File: config.mk
export PLATFORM = sky130hd
export DESIGN_NAME = tt_sweep_capture
export DESIGN_NICKNAME = d
export VERILOG_FILES = /design/src/rtl/tt_pkg.sv /design/src/rtl/tt_cap_delay.sv /design/src/rtl/tt_sweep_capture.sv
export SDC_FILE = /design/constraint.sdc
export NUM_CORES = 1
export LEC_CHECK = 0
export ABC_AREA = 1
export CORE_ASPECT_RATIO = 0.7
export CORE_UTILIZATION = 50
export CTS_CLUSTER_SIZE = 30
export DETAILED_ROUTE_END_ITERATION = 12
export MAX_ROUTING_LAYER = met4
export PLACE_DENSITY = 0.8
export SLEW_MARGIN = 5
export SYNTH_ARGS = -nofsm -noshare
export SYNTH_HDL_FRONTEND = slang
export SYNTH_SLANG_ARGS = --single-unit
File: constraint.sdc
create_clock -name clk -period 5.5 [get_ports clk]
set_clock_uncertainty 0.1 [all_clocks]
set_input_delay 0.55 -clock clk [delete_from_list [all_inputs] [get_ports clk]]
set_output_delay 0.55 -clock clk [all_outputs]
set_load 0.01 [all_outputs]
File: src/rtl/tt_pkg.sv
// Shared definitions for the truth-table sweep/capture stage.
package tt_pkg;
   localparam int N_IN  = 7;
   localparam int TT_W  = 128;
   localparam int CNT_W = 8;

   typedef enum logic [1:0] {
      ST_IDLE,
      ST_SWEEP,
      ST_DRAIN,
      ST_DONE
   } tt_state_t;
endpackage

File: src/rtl/tt_cap_delay.sv
// LAT-stage delay line carrying {capture-enable, minterm index} so capture
// lines up with the function's response latency.
module tt_cap_delay
   import tt_pkg::*;
#(
   parameter int LAT = 0
) (
   input  logic            clk,
   input  logic            rst,
   input  logic            en_p0,
   input  logic [N_IN-1:0] idx_p0,
   output logic            en_d,
   output logic [N_IN-1:0] idx_d
);

   if (LAT == 0) begin : g_wire
      logic unused_clk_rst;
      assign unused_clk_rst = clk ^ rst;
      assign en_d  = en_p0;
      assign idx_d = idx_p0;
   end else begin : g_pipe
      logic [LAT-1:0]  vld_p;
      logic [N_IN-1:0] idx_p [LAT];

      always_ff @(posedge clk or posedge rst) begin
         if (rst) begin
            vld_p <= '0;
            for (int i = 0; i < LAT; i++) idx_p[i] <= '0;
         end else begin
            vld_p[0] <= en_p0;
            idx_p[0] <= idx_p0;
            for (int i = 1; i < LAT; i++) begin
               vld_p[i] <= vld_p[i-1];
               idx_p[i] <= idx_p[i-1];
            end
         end
      end

      assign en_d  = vld_p[LAT-1];
      assign idx_d = idx_p[LAT-1];
   end

endmodule

File: src/rtl/tt_sweep_capture.sv
// Drives all 128 minterms into a 7-input function, captures its truth table
// and onset count, and hands the result downstream on a valid/ready handshake.
module tt_sweep_capture
   import tt_pkg::*;
#(
   parameter int LAT = 0
) (
   input  logic              clk,
   input  logic              rst,
   input  logic              start,
   output logic              x0,
   output logic              x1,
   output logic              x2,
   output logic              x3,
   output logic              x4,
   output logic              x5,
   output logic              x6,
   input  logic              f_in,
   output logic              busy,
   output logic [TT_W-1:0]   tt,
   output logic [CNT_W-1:0]  ones,
   output logic              tt_valid,
   input  logic              tt_ready
);

   tt_state_t        state;
   logic [N_IN-1:0]  idx;
   logic [1:0]       drain_cnt;
   logic [TT_W-1:0]  tt_r;
   logic [CNT_W-1:0] ones_r;
   logic             sweep_p0;
   logic             cap_en;
   logic [N_IN-1:0]  cap_idx;

   assign sweep_p0 = (state == ST_SWEEP);

   tt_cap_delay #(.LAT(LAT)) u_delay (
      .clk    (clk),
      .rst    (rst),
      .en_p0  (sweep_p0),
      .idx_p0 (idx),
      .en_d   (cap_en),
      .idx_d  (cap_idx)
   );

   always_ff @(posedge clk or posedge rst) begin
      if (rst) begin
         state     <= ST_IDLE;
         idx       <= '0;
         drain_cnt <= '0;
         tt_r      <= '0;
         ones_r    <= '0;
      end else begin
         case (state)
            ST_IDLE: begin
               if (start) begin
                  state  <= ST_SWEEP;
                  idx    <= '0;
                  tt_r   <= '0;
                  ones_r <= '0;
               end
            end
            ST_SWEEP: begin
               // idx rolls back to 0 after 127; the drive is gated off outside SWEEP
               idx <= idx + 1'b1;
               if (idx == N_IN'(TT_W - 1)) begin
                  state     <= (LAT > 0) ? ST_DRAIN : ST_DONE;
                  drain_cnt <= '0;
               end
            end
            ST_DRAIN: begin
               if (drain_cnt == 2'(LAT - 1)) state <= ST_DONE;
               else                          drain_cnt <= drain_cnt + 1'b1;
            end
            ST_DONE: begin
               if (tt_ready) state <= ST_IDLE;
            end
            default: state <= ST_IDLE;
         endcase

         // Capture happens only in SWEEP/DRAIN, never alongside the IDLE clear
         if (cap_en) begin
            tt_r[cap_idx] <= f_in;
            ones_r        <= ones_r + CNT_W'(f_in);
         end
      end
   end

   assign {x6, x5, x4, x3, x2, x1, x0} = sweep_p0 ? idx : '0;
   assign busy     = (state == ST_SWEEP) || (state == ST_DRAIN);
   assign tt_valid = (state == ST_DONE);
   assign tt       = tt_r;
   assign ones     = ones_r;

endmodule

-- After elaboration in Yosys (flattened, before gate mapping)
Cells that the tools add are included.
- add/subtract/negate cells: 3
- reduce and logical (&&, ||, !) cells: 10
- multiplexer cells: 20
- eq/ne operators: 10
- $lt $le $gt $ge: 2
- operators by type and width (cell ; count):
    128-bit two-way mux ; 3
    128-bit bitwise mux ; 1
    8-bit two-way mux ; 3
    7-bit two-way mux ; 2
    7-bit case mux with 2 select lines ; 1
    2-bit two-way mux ; 6
    8-bit by 1-bit adder with 8-bit output ; 1
    7-bit by 8-bit less-than comparator with 1-bit output, second input constant ; 1
    2-bit case mux with 4 select lines ; 1
    7-bit by 1-bit adder with 7-bit output, second input constant ; 1
    1-bit demux with 7-bit select ; 1
    7-bit equality test, second input constant ; 1
    7-bit by 1-bit >= comparator with 1-bit output, second input constant ; 1
    2-bit equality test, second input constant ; 3
    2-bit inequality test, second input constant ; 3
    2-bit nonzero test ; 3
    2-bit by 1-bit inequality test with 1-bit output, second input constant ; 2
    2-bit case mux with 2 select lines ; 1
    2-bit AND reduction ; 2
    4-bit AND reduction ; 1
    3-bit AND reduction ; 1
    2-bit by 1-bit adder with 2-bit output, second input constant ; 1
    2-bit by 1-bit equality test with 1-bit output, second input constant ; 1
    2-bit logical NOT ; 1
    other kinds (3) ; 3
- input port bits: 5
- register bits after elaboration: 147
- output and inout bits: 145

-- Logic depth before layout (Yosys ltp)
Gate-level depths: netlist of the first run.
- word-level depth: 6
- gate-level depth with buffers: 9

-- Modules after synthesis
A second synthesis of the first run with hierarchy kept.
- cell total of the unflattened synthesis: 827
- area, all modules: 6754.0 um^2
- modules (own cells, without submodules) (module ; area each (um^2) ; cells each ; seq. area each (um^2) ; instances):
    tt_sweep_capture ; 6693.9 ; 819 ; 3678.5 ; 1
    tt_cap_delay ; 60.1 ; 8 ; 0.0 ; 1

-- Worst setup path before layout of the first run
Ideal clock, no wire load.
- kind: register -> output
- start: reg state[1]
- end: out x3
- required time: 4.850 ns
- path buffers: 2
- setup slack: 3.539 ns
- arrival: 1.311 ns
- stages on the path, launching flop included: 7
- cell sequence: dfrtp_1 -> inv_1 -> ha_1 -> buf_2 -> buf_2 -> nand2_1 -> inv_1
- longest elaborated chain between the ends: 2
- RTL lines (element ; RTL line ; RTL):
    start: declaration ; tt_sweep_capture.sv:26 ; tt_state_t state;
    start signal: assignment ; tt_sweep_capture.sv:67 ; state <= (LAT > 0) ? ST_DRAIN : ST_DONE;
    2-bit by 1-bit equality test with 1-bit output ; tt_sweep_capture.sv:35 ; assign sweep_p0 = (state == ST_SWEEP);
    7-bit two-way mux ; tt_sweep_capture.sv:89 ; assign {x6, x5, x4, x3, x2, x1, x0} = sweep_p0 ? idx : '0;
    end: declaration ; tt_sweep_capture.sv:14 ; output logic x3,
No other way between the ends.

-- Worst setup path in the final report of the first run
- start: reg state[1]
- end: out x0
- longest elaborated chain between the ends: 2
- RTL lines (element ; RTL line ; RTL):
    2-bit by 1-bit equality test with 1-bit output ; tt_sweep_capture.sv:35 ;
    7-bit two-way mux ; tt_sweep_capture.sv:89 ;
    end: declaration ; tt_sweep_capture.sv:11 ; output logic x0,
No other way between the ends.

==> out/results.ini, run 1 <==
[setup_path]
reg2reg_slack_ps=2840
cp-start-kind=flip-flop
worstPathArrival_ps=2540
end_kind=primary output
critPathKind=flip-flop to primary output
rr_worst_depth=7
r2r_end=tt[13]
regToRegStartpoint=state[1]
required_ps=4850
crit_fanout=23

[finish]
area_growth_syn_to_layout_pct=32.2
nets=888
post-route-util_pct=68.8
antenna_cells=0
drive_gt1_share_pct=7.78

[logic_synthesis]
yosys_warnings=0
synth_top_family_by_area=simple AND/OR/NAND/NOR gates
seq_area_frac_synth_pct=56.0
synthesis.nets=755
yosys.area_share.adder_pct=1.52
synth_compound_gate_area_share_pct=11.2
synth_cell_type_count=23
synth_area_per_cell_um2=8.86
synth_xor_area_share_pct=0.133
syn-cell-area_um2=6570
synthMuxAreaShare_pct=0
synth_simple_gate_area_share_pct=26.5
synthCells=742
synth_seq_cells=147

[global_route]
grtUsageTotal_pct=29.2
grt_pass1_wl_mm=29.7
grt_overflow_total=0
grt_pass1_vias=5544
grt_max_degree=106
antenna_found_initial=0

[sta]
grt_setup_unrepaired=false
setup_violations=0
fin_tns_setup_ps=0
slew_viol_final=0
fin_crit_sh_pct=58.0
hold_violations=0
tightest_slew_ps=930
max_freq_mhz=314
worst_slack_ps=2310
fin_crit_ps=3190
slew_headroom_pct=38.0

[clock_tree]
cts_tree=yes
cts_root_buf=clkbuf_16
cts_buffers=17
ctsResizeCount=0
cts_max_path_buffers=2
cts_setup_buffers=0
cts-hold-fix-buffers=0
clk_latency_ps=420
clk_pin_slew_worst_paths_ps=60
htree_levels=4
clock_sinks=147

[route]
routed_via_density=5.75
vias=6034
dr.pass1.iters=12
wl_per_cell_um=17.8
ant_nets=0
drt-total-wl_mm=18.7
first_iter_violations=743
drc=12

[power_and_ir_drop]
p_per_area_nw_per_um2=424
p_leak_nw=3.68
ir_drop_mv=0.240

[die]
boundaryPins=150
dieArea_um2=13600
fp-row-count=34
die_w_um=139
core_um2=12600
die_y_um=97.9
initial_utilization_pct=52.0

[placement]
dp_slack_ps=2700
gp_congestion=0.912
numPortBuffers=149
hpwl_mm=12.0

[status]
status=finished, violations left
violations=design-rule violations

[hold_path]
worstHoldEndpoint=drain_cnt[1]
hold_path.class=flip-flop to flip-flop
hold_start=drain_cnt[1]
holdPathStages=2

[flow_run]
drv_cap=0

-- placed cells by master, fill, tap and decap left out, types with 4 or more instances in the layout --
cell             count
nand2_1            183
clkdlybuf4s50_1    149
dfrtp_1            147
nand3_1            139
o21ai_1            109
o21ai_0             27
inv_1               26
clkbuf_16           17
nor2_1              14
nor2_4              13
nor2_2              11
ha_1                 8
a21oi_1              7
clkinv_2             5
nand2_4              5
inv_2                4
-- final cells by class --
cell class	count	area, um2
multi-input combinational	525	2590
clock buffer	22	474
tap	162	203
clock inverter	9	105
timing repair buffer	152	1510
fill	957	3950
sequential	147	3680
inverter	32	126
-- per-layer routing --
layer	share of wire (%)	vias up	GRT usage [%]
met3	8.4	15	6.57
met5	0	-	-
met2	46	294	42.7
met1	44	2941	40.6
met4	1.0	0	9.32
li1	-	2784	-
-- how the worst max path moves through the flow --
stage	end	slack (ps)	from
2_1_floorplan	drain_cnt[0]	900	rst
3_3_place_gp	tt[117]	2800	f_in
3_5_place_dp	tt[99]	2700	f_in
4_1_cts	x0	2320	state[1]
5_1_grt	x0	2180	state[1]
6_report	x0	2310	state[1]
-- sequential cells by signal, indices dropped and copies added (netlist names) --
| signal | cells |
|---|---|
| tt | 128 |
| ones | 8 |
| idx | 7 |
| drain_cnt | 2 |
| state | 2 |
-- cells in the mapped netlist, drive strengths merged --
| master | instances | share of area, % |
|---|---|---|
| o21ai | 136 | 10 |
| ha | 8 | 1.5 |
| nand4 | 2 | 0.19 |
| xor2 | 1 | 0.13 |
| buf | 17 | 1.7 |
| clkbuf | 21 | 1.2 |
| a21oi | 7 | 0.53 |
| nor2 | 38 | 4.1 |
| nand3 | 139 | 11 |
| nand2 | 190 | 11 |
| dfrtp | 147 | 56 |
| inv | 32 | 1.8 |
| a22o | 2 | 0.27 |
| nand3b | 2 | 0.23 |
-- report_power, final --
part	leakage [nW]	switching (mW)	internal, mW
clock	0.286	0.440	0.699
sequential	2.01	0.153	1.26
combinational	1.39	0.657	0.475
total	3.68	1.25	2.44
-- stage by stage --
step | hold WS [ps] | cells | total power [mW] | area [um2]
2_1_floorplan | 346 | 742 | 2.03 | 6570
3_3_place_gp | 358 | 1018 | 2.50 | 8110
3_5_place_dp | 375 | 1018 | 2.56 | 8110
4_1_cts | 389 | 1049 | 3.69 | 8690
5_1_grt | 421 | 1049 | 3.86 | 8690
6_report | 409 | 1049 | 3.69 | 8690
-- worst max-delay path, cell delays in order, from the launching register on --
cell and delay [ps]:
dfrtp_1 410, inv_1 90, ha_1 760, nand2_4 210
inv_1 110, clkdlybuf4s50_1 530
-- logic make-up after synthesis --
family | count (synthesis)
and+or+nand+nor | 371
DFF | 147
xor gates and xnor gates | 1
AOI/OAI and AO/OA | 145
buffers and inverters | 70
adders and majority gates | 8
Power figures use the tool's default switching activity.
==> run 2: changes to the inputs <==
--- a/config.mk
+++ b/config.mk
@@ -7,11 +7,11 @@
 export LEC_CHECK = 0
 export ABC_AREA = 1
 export CORE_ASPECT_RATIO = 0.7
-export CORE_UTILIZATION = 50
+export CORE_UTILIZATION = 46
 export CTS_CLUSTER_SIZE = 30
 export DETAILED_ROUTE_END_ITERATION = 12
 export MAX_ROUTING_LAYER = met4
-export PLACE_DENSITY = 0.8
+export PLACE_DENSITY = 0.77
 export SLEW_MARGIN = 5
 export SYNTH_ARGS = -nofsm -noshare
 export SYNTH_HDL_FRONTEND = slang
==> constraint.sdc (replaced) <==
create_clock -name clk -period 2.6 [get_ports clk]
set_clock_uncertainty 0.1 [all_clocks]
set_input_delay 0.26 -clock clk [delete_from_list [all_inputs] [get_ports clk]]
set_output_delay 0.26 -clock clk [all_outputs]
set_load 0.01 [all_outputs]
==> out/results.ini, run 2 (same netlist as run 1, synthesis figures left out) <==
[status]
status=complete, no violations

[route]
drt-total-wl_mm=18.8  ; +0.27%
first_iter_violations=539  ; -27%
routed_via_density=5.48  ; -4.8%
wl_per_cell_um=17.3  ; -3.0%
ant_nets=0  ; unchanged
drc=0  ; -12
dr.pass1.iters=5  ; -7
vias=5935  ; -1.6%

[power_and_ir_drop]
internal_power_mw=5.15  ; +110%
ir_drop_mv=0.457  ; +90%
p_leak_nw=3.72  ; +0.92%
p_per_area_nw_per_um2=883  ; +110%
p_total_mw=7.83  ; +110%
netSwitchingPower_mw=2.67  ; +110%
p_seq_share_pct=38.2  ; -0.2 points
p_comb_share_pct=31.1  ; +0.4 points
p_clk_share_pct=30.7  ; -0.2 points
sw_frac_of_total_pct=34.2  ; +0.29 points

[setup_path]
critPathKind=flip-flop to primary output
worstPathArrival_ps=2080  ; -460 ps
cp_cell_sequence=inv_1 -> ha_2 -> nand2_4 -> inv_1 -> clkdlybuf4s50_1
cp.depth=5  ; unchanged
end_kind=primary output
path_common_cell=inv_1
crit_buf_inv=3  ; unchanged
crit_fanout=13  ; -43%
rr_worst_depth=7  ; unchanged
crit_slowest_cell=clkdlybuf4s50_1
cpLargestDelayFamily=buffers and inverters
required_ps=2240  ; -2610 ps
slowest_delay_ps=530  ; -230 ps
cp-start-kind=flip-flop

[global_route]
grt_max_degree=124  ; +17%
grt_use_met3_pct=7.17  ; +0.60 points
top_usage_layer=met2
grt_pass1_wl_mm=29.5  ; -0.70%
grt_pass1_vias=5477  ; -1.2%
grtUsageMet2_pct=39.2  ; -3.5 points
use_met1_pct=38.0  ; -2.6 points
grt_overflow_total=0  ; unchanged
grtUsageTotal_pct=27.4  ; -1.8 points
antenna_found_initial=0  ; unchanged

[clock_tree]
cts_buffers=17  ; unchanged
htree_levels=4  ; unchanged
cts-hold-fix-buffers=0  ; unchanged
cts_tree=yes
cts_setup_buffers=0  ; unchanged
clk_latency_ps=420  ; about the same
cts_root_buf=clkbuf_16
clock_sinks=147  ; unchanged
ctsResizeCount=1  ; +1
cts_max_path_buffers=2  ; unchanged
clk_pin_slew_worst_paths_ps=60  ; about the same

[sta]
max_freq_mhz=411
slew_headroom_pct=54.5  ; +17 points
slew_viol_final=0  ; unchanged
fin_tns_setup_ps=0  ; unchanged
grt_setup_unrepaired=false
fin_crit_ps=2440
fin_crit_sh_pct=93.7
setup_violations=0  ; unchanged
hold_violations=0  ; unchanged
tightest_slew_ps=682  ; -248 ps

[die]
initial_utilization_pct=47.2  ; -4.8 points
boundaryPins=150  ; unchanged
die_w_um=145  ; +4.2%
dieArea_um2=14800  ; +8.5%
core_um2=13900  ; +10%
fp-row-count=36  ; +5.9%
die_y_um=102  ; +4.2%

[placement]
hpwl_mm=12.0  ; -0.19%
gp_congestion=0.839  ; -8.0%
numPortBuffers=149  ; unchanged
detailed_place.area_um2=8280  ; +2.1%
dp.cells=1053  ; +3.4%

[flow_run]
drv_cap=0  ; unchanged

[finish]
nets=895  ; +0.79%
drive_gt1_share_pct=8.84  ; +1.1 points
area_growth_syn_to_layout_pct=34.8
design_area_um2=8860  ; +2.0%
post-route-util_pct=63.7  ; -5.1 points
largest_register_ffs=128  ; unchanged
antenna_cells=0  ; unchanged
layout_commonest_cell=nand2_1
nFillCells=1131  ; +18%
fin_cells=1084  ; +3.3%
mostFrequentLayoutCells=nand2_1 (183), clkdlybuf4s50_1 (149), dfrtp_1 (147)

[hold_path]
hold_path.class=primary input to asynchronous set/reset pin

## run 2: per-stage QoR
step,setup slack (ps),hold slack [ps]
finish,164,199
global placement,453,370
floorplan,393,346
CTS,150,194
detailed placement,372,369
global route,76.4,241
## run 2: layout make-up
class	count	area, um2	area share (%)
inverter	32	125	1.41
timing repair buffer	159	1650	18.7
clock inverter	13	136	1.54
tap	190	238	2.68
clock buffer	18	439	4.96
multi-input combinational	525	2590	29.2
sequential	147	3680	41.5
## run 2: final timing paths
path / start / endpoint / slack [ps]
min in group clk: drain_cnt[1] / drain_cnt[1] / 380
max in group asynchronous: rst / tt[122] / 1610
worst max-delay path: state[1] / x0 / 160
worst min-delay path: rst / tt[72] / 200
worst max register to register: state[1] / tt[67] / 520
worst min register to register: drain_cnt[1] / drain_cnt[1] / 380
## run 2: worst min-delay path, cell delays in order
cell	delay (ps)
clkdlybuf4s50_1	440
clkinvlp_4	100
buf_4	300
## run 2: power by group through the flow
stage	Combinational (mW)	Clock (mW)	Sequential, mW
detailed placement	2.43	0	3.02
floorplan	1.20	0	3.10
global route	2.66	2.53	3.04
finish	2.43	2.40	2.99
CTS	2.45	2.42	2.99
global placement	2.38	0	3.01
## run 2: layer usage
metal  wire (um)  vias to the layer above
met3        1490                       28
met1        8700                     2887
met4         278                        0
met2        8300                      233
met5           0                        -
li1            -                     2787
==> run 3: changes to the inputs <==
--- a/config.mk
+++ b/config.mk
@@ -6,12 +6,12 @@
 export NUM_CORES = 1
 export LEC_CHECK = 0
 export ABC_AREA = 1
+export CAP_MARGIN = 40
 export CORE_ASPECT_RATIO = 0.7
-export CORE_UTILIZATION = 46
+export CORE_UTILIZATION = 35
 export CTS_CLUSTER_SIZE = 30
 export DETAILED_ROUTE_END_ITERATION = 12
 export MAX_ROUTING_LAYER = met4
-export PLACE_DENSITY = 0.77
 export SLEW_MARGIN = 5
 export SYNTH_ARGS = -nofsm -noshare
 export SYNTH_HDL_FRONTEND = slang
==> out/results.ini, run 3 (same netlist as run 1, synthesis figures left out) <==
[sta]
hold_violations=0  ; unchanged
worst_slack_ps=205  ; +40.5 ps
tightest_slew_ps=558  ; -124 ps
max_freq_mhz=418  ; +1.7%
grt_setup_unrepaired=false
slew_headroom_pct=62.8  ; +8.3 points
setup_violations=0  ; unchanged
fin_crit_ps=2400  ; -40.5 ps
fin_crit_sh_pct=92.1  ; -1.6 points
slew_viol_final=0  ; unchanged
fin_tns_setup_ps=0  ; unchanged

[placement]
gp_congestion=0.816  ; -2.7%
dp_slack_ps=440  ; +68.3 ps
hpwl_mm=12.7  ; +5.7%
numPortBuffers=149  ; unchanged

[finish]
layout_commonest_cell=nand2_1
largest_register_ffs=128  ; unchanged
nets=899  ; +0.45%
antenna_cells=0  ; unchanged
nFillCells=1654  ; +46%
drive_gt1_share_pct=9.02  ; +0.18 points
area_growth_syn_to_layout_pct=37.2
mostFrequentLayoutCells=nand2_1 (183), clkdlybuf4s50_1 (149), dfrtp_1 (147)

[global_route]
grtUsageTotal_pct=21.4  ; -6.0 points
antenna_found_initial=0  ; unchanged
grt_overflow_total=0  ; unchanged
grt_max_degree=73  ; -41%
grt_pass1_wl_mm=30.7  ; +4.0%
grt_pass1_vias=5440  ; -0.68%

[route]
wl_met2_mm=8.08  ; -2.6%
vias=5784  ; -2.5%
wl_per_cell_um=17.0  ; -1.6%
ant_nets=0  ; unchanged
routed_via_density=5.10  ; -6.8%
routed.top_layer=met4
first_iter_violations=507  ; -5.9%
met3_length_mm=1.39  ; -6.7%
wl_met1_mm=9.70  ; +11%
drc=13  ; +13
dr.pass1.iters=11  ; +6
drt-total-wl_mm=19.3  ; +3.0%

[clock_tree]
clk_latency_ps=420  ; about the same
clock_sinks=147  ; unchanged
cts_buffers=17  ; unchanged
clk_pin_slew_worst_paths_ps=60  ; about the same
cts_root_buf=clkbuf_16
cts-hold-fix-buffers=0  ; unchanged
cts_max_path_buffers=2  ; unchanged
htree_levels=4  ; unchanged
cts_tree=yes

[power_and_ir_drop]
p_seq_share_pct=36.6  ; -1.6 points
p_clk_share_pct=33.0  ; +2.3 points
sw_frac_of_total_pct=32.7  ; -1.5 points
netSwitchingPower_mw=2.68  ; about the same
ir_drop_mv=0.377  ; -18%
p_leak_nw=3.79  ; +1.9%
p_total_mw=8.18  ; +4.5%
internal_power_mw=5.51  ; +6.9%
p_comb_share_pct=30.4  ; -0.7 points
p_per_area_nw_per_um2=907  ; +2.8%

[setup_path]
regToRegStartpoint=state[1]
cp-start-kind=flip-flop
critPathKind=flip-flop to primary output
required_ps=2240  ; about the same
worstPathArrival_ps=2040  ; -40 ps
rr_worst_depth=8  ; +1
end_kind=primary output
reg2reg_slack_ps=610  ; +90 ps
r2r_end=tt[101]
crit_fanout=11  ; -2

[die]
die_y_um=117  ; +14%
core_um2=18200  ; +31%
dieArea_um2=19300  ; +31%
die_w_um=166  ; +14%
boundaryPins=150  ; unchanged
fp-row-count=41  ; +14%
initial_utilization_pct=36.1  ; -11 points

[status]
violations=design-rule violations
status=finished, violations left

[flow_run]
drv_cap=0  ; unchanged

[hold_path]
hold_path.class=primary input to asynchronous set/reset pin

run 3: layout make-up:
type | instances | area, um2 | share of cell area, %
Inverter | 32 | 126 | 1.40
Clock buffer | 21 | 460 | 5.11
Multi-Input combinational cell | 525 | 2590 | 28.7
Sequential cell | 147 | 3680 | 40.8
Tap cell | 236 | 295 | 3.28
Clock inverter | 10 | 180 | 2.00
Timing Repair Buffer | 163 | 1680 | 18.7
run 3: critical path: stages (launching register included):
cell             delay (ps)
dfrtp_1                 410
inv_1                    90
ha_2                    340
nand2_4                 150
inv_1                    90
clkdlybuf4s50_1         530
run 3: how the worst max path moves through the flow:
stage | startpoint | endpoint | slack, ps | depth (start not counted)
after global placement | state[1] | tt[101] | 510 | 8
after detailed placement | state[1] | tt[14] | 440 | 7
after CTS | state[1] | x0 | 10 | 5
after global routing | state[1] | x0 | 60 | 5
after floorplan | rst | drain_cnt[0] | 390 | 1
final | state[1] | x0 | 200 | 5
run 3: through the flow:
| step | utilization, % | std cells | instance area (um2) | hold slack, ps |
|---|---|---|---|---|
| 3_5_place_dp | 46.0 | 1103 | 8370 | 381 |
| 3_3_place_gp | 46.0 | 1103 | 8370 | 368 |
| 4_1_cts | 49.5 | 1134 | 9010 | 135 |
| 6_report | 49.5 | 1134 | 9020 | 131 |
| 2_1_floorplan | - | 742 | 6580 | 346 |
| 5_1_grt | 49.5 | 1134 | 9020 | 141 |
run 3: what timing repair did:
item	CTS	global route
gates resized for setup	0	1
setup buffers	0	0
endpoints found under the setup margin	0	7
run 3: power by group through the flow:
stage          Combinational [mW]  Sequential [mW]  Clock, mW
2_1_floorplan                1.20             3.10          0
3_3_place_gp                 2.49             3.03          0
3_5_place_dp                 2.51             3.03          0
4_1_cts                      2.52             2.99       2.73
5_1_grt                      2.74             3.04       2.84
6_report                     2.49             2.99       2.70
run 3: per-layer routing:
metal	GRT usage, %	vias to the layer above
li1	-	2804
met3	6.10	12
met2	29.6	213
met4	4.98	0
met5	-	-
met1	30.6	2755
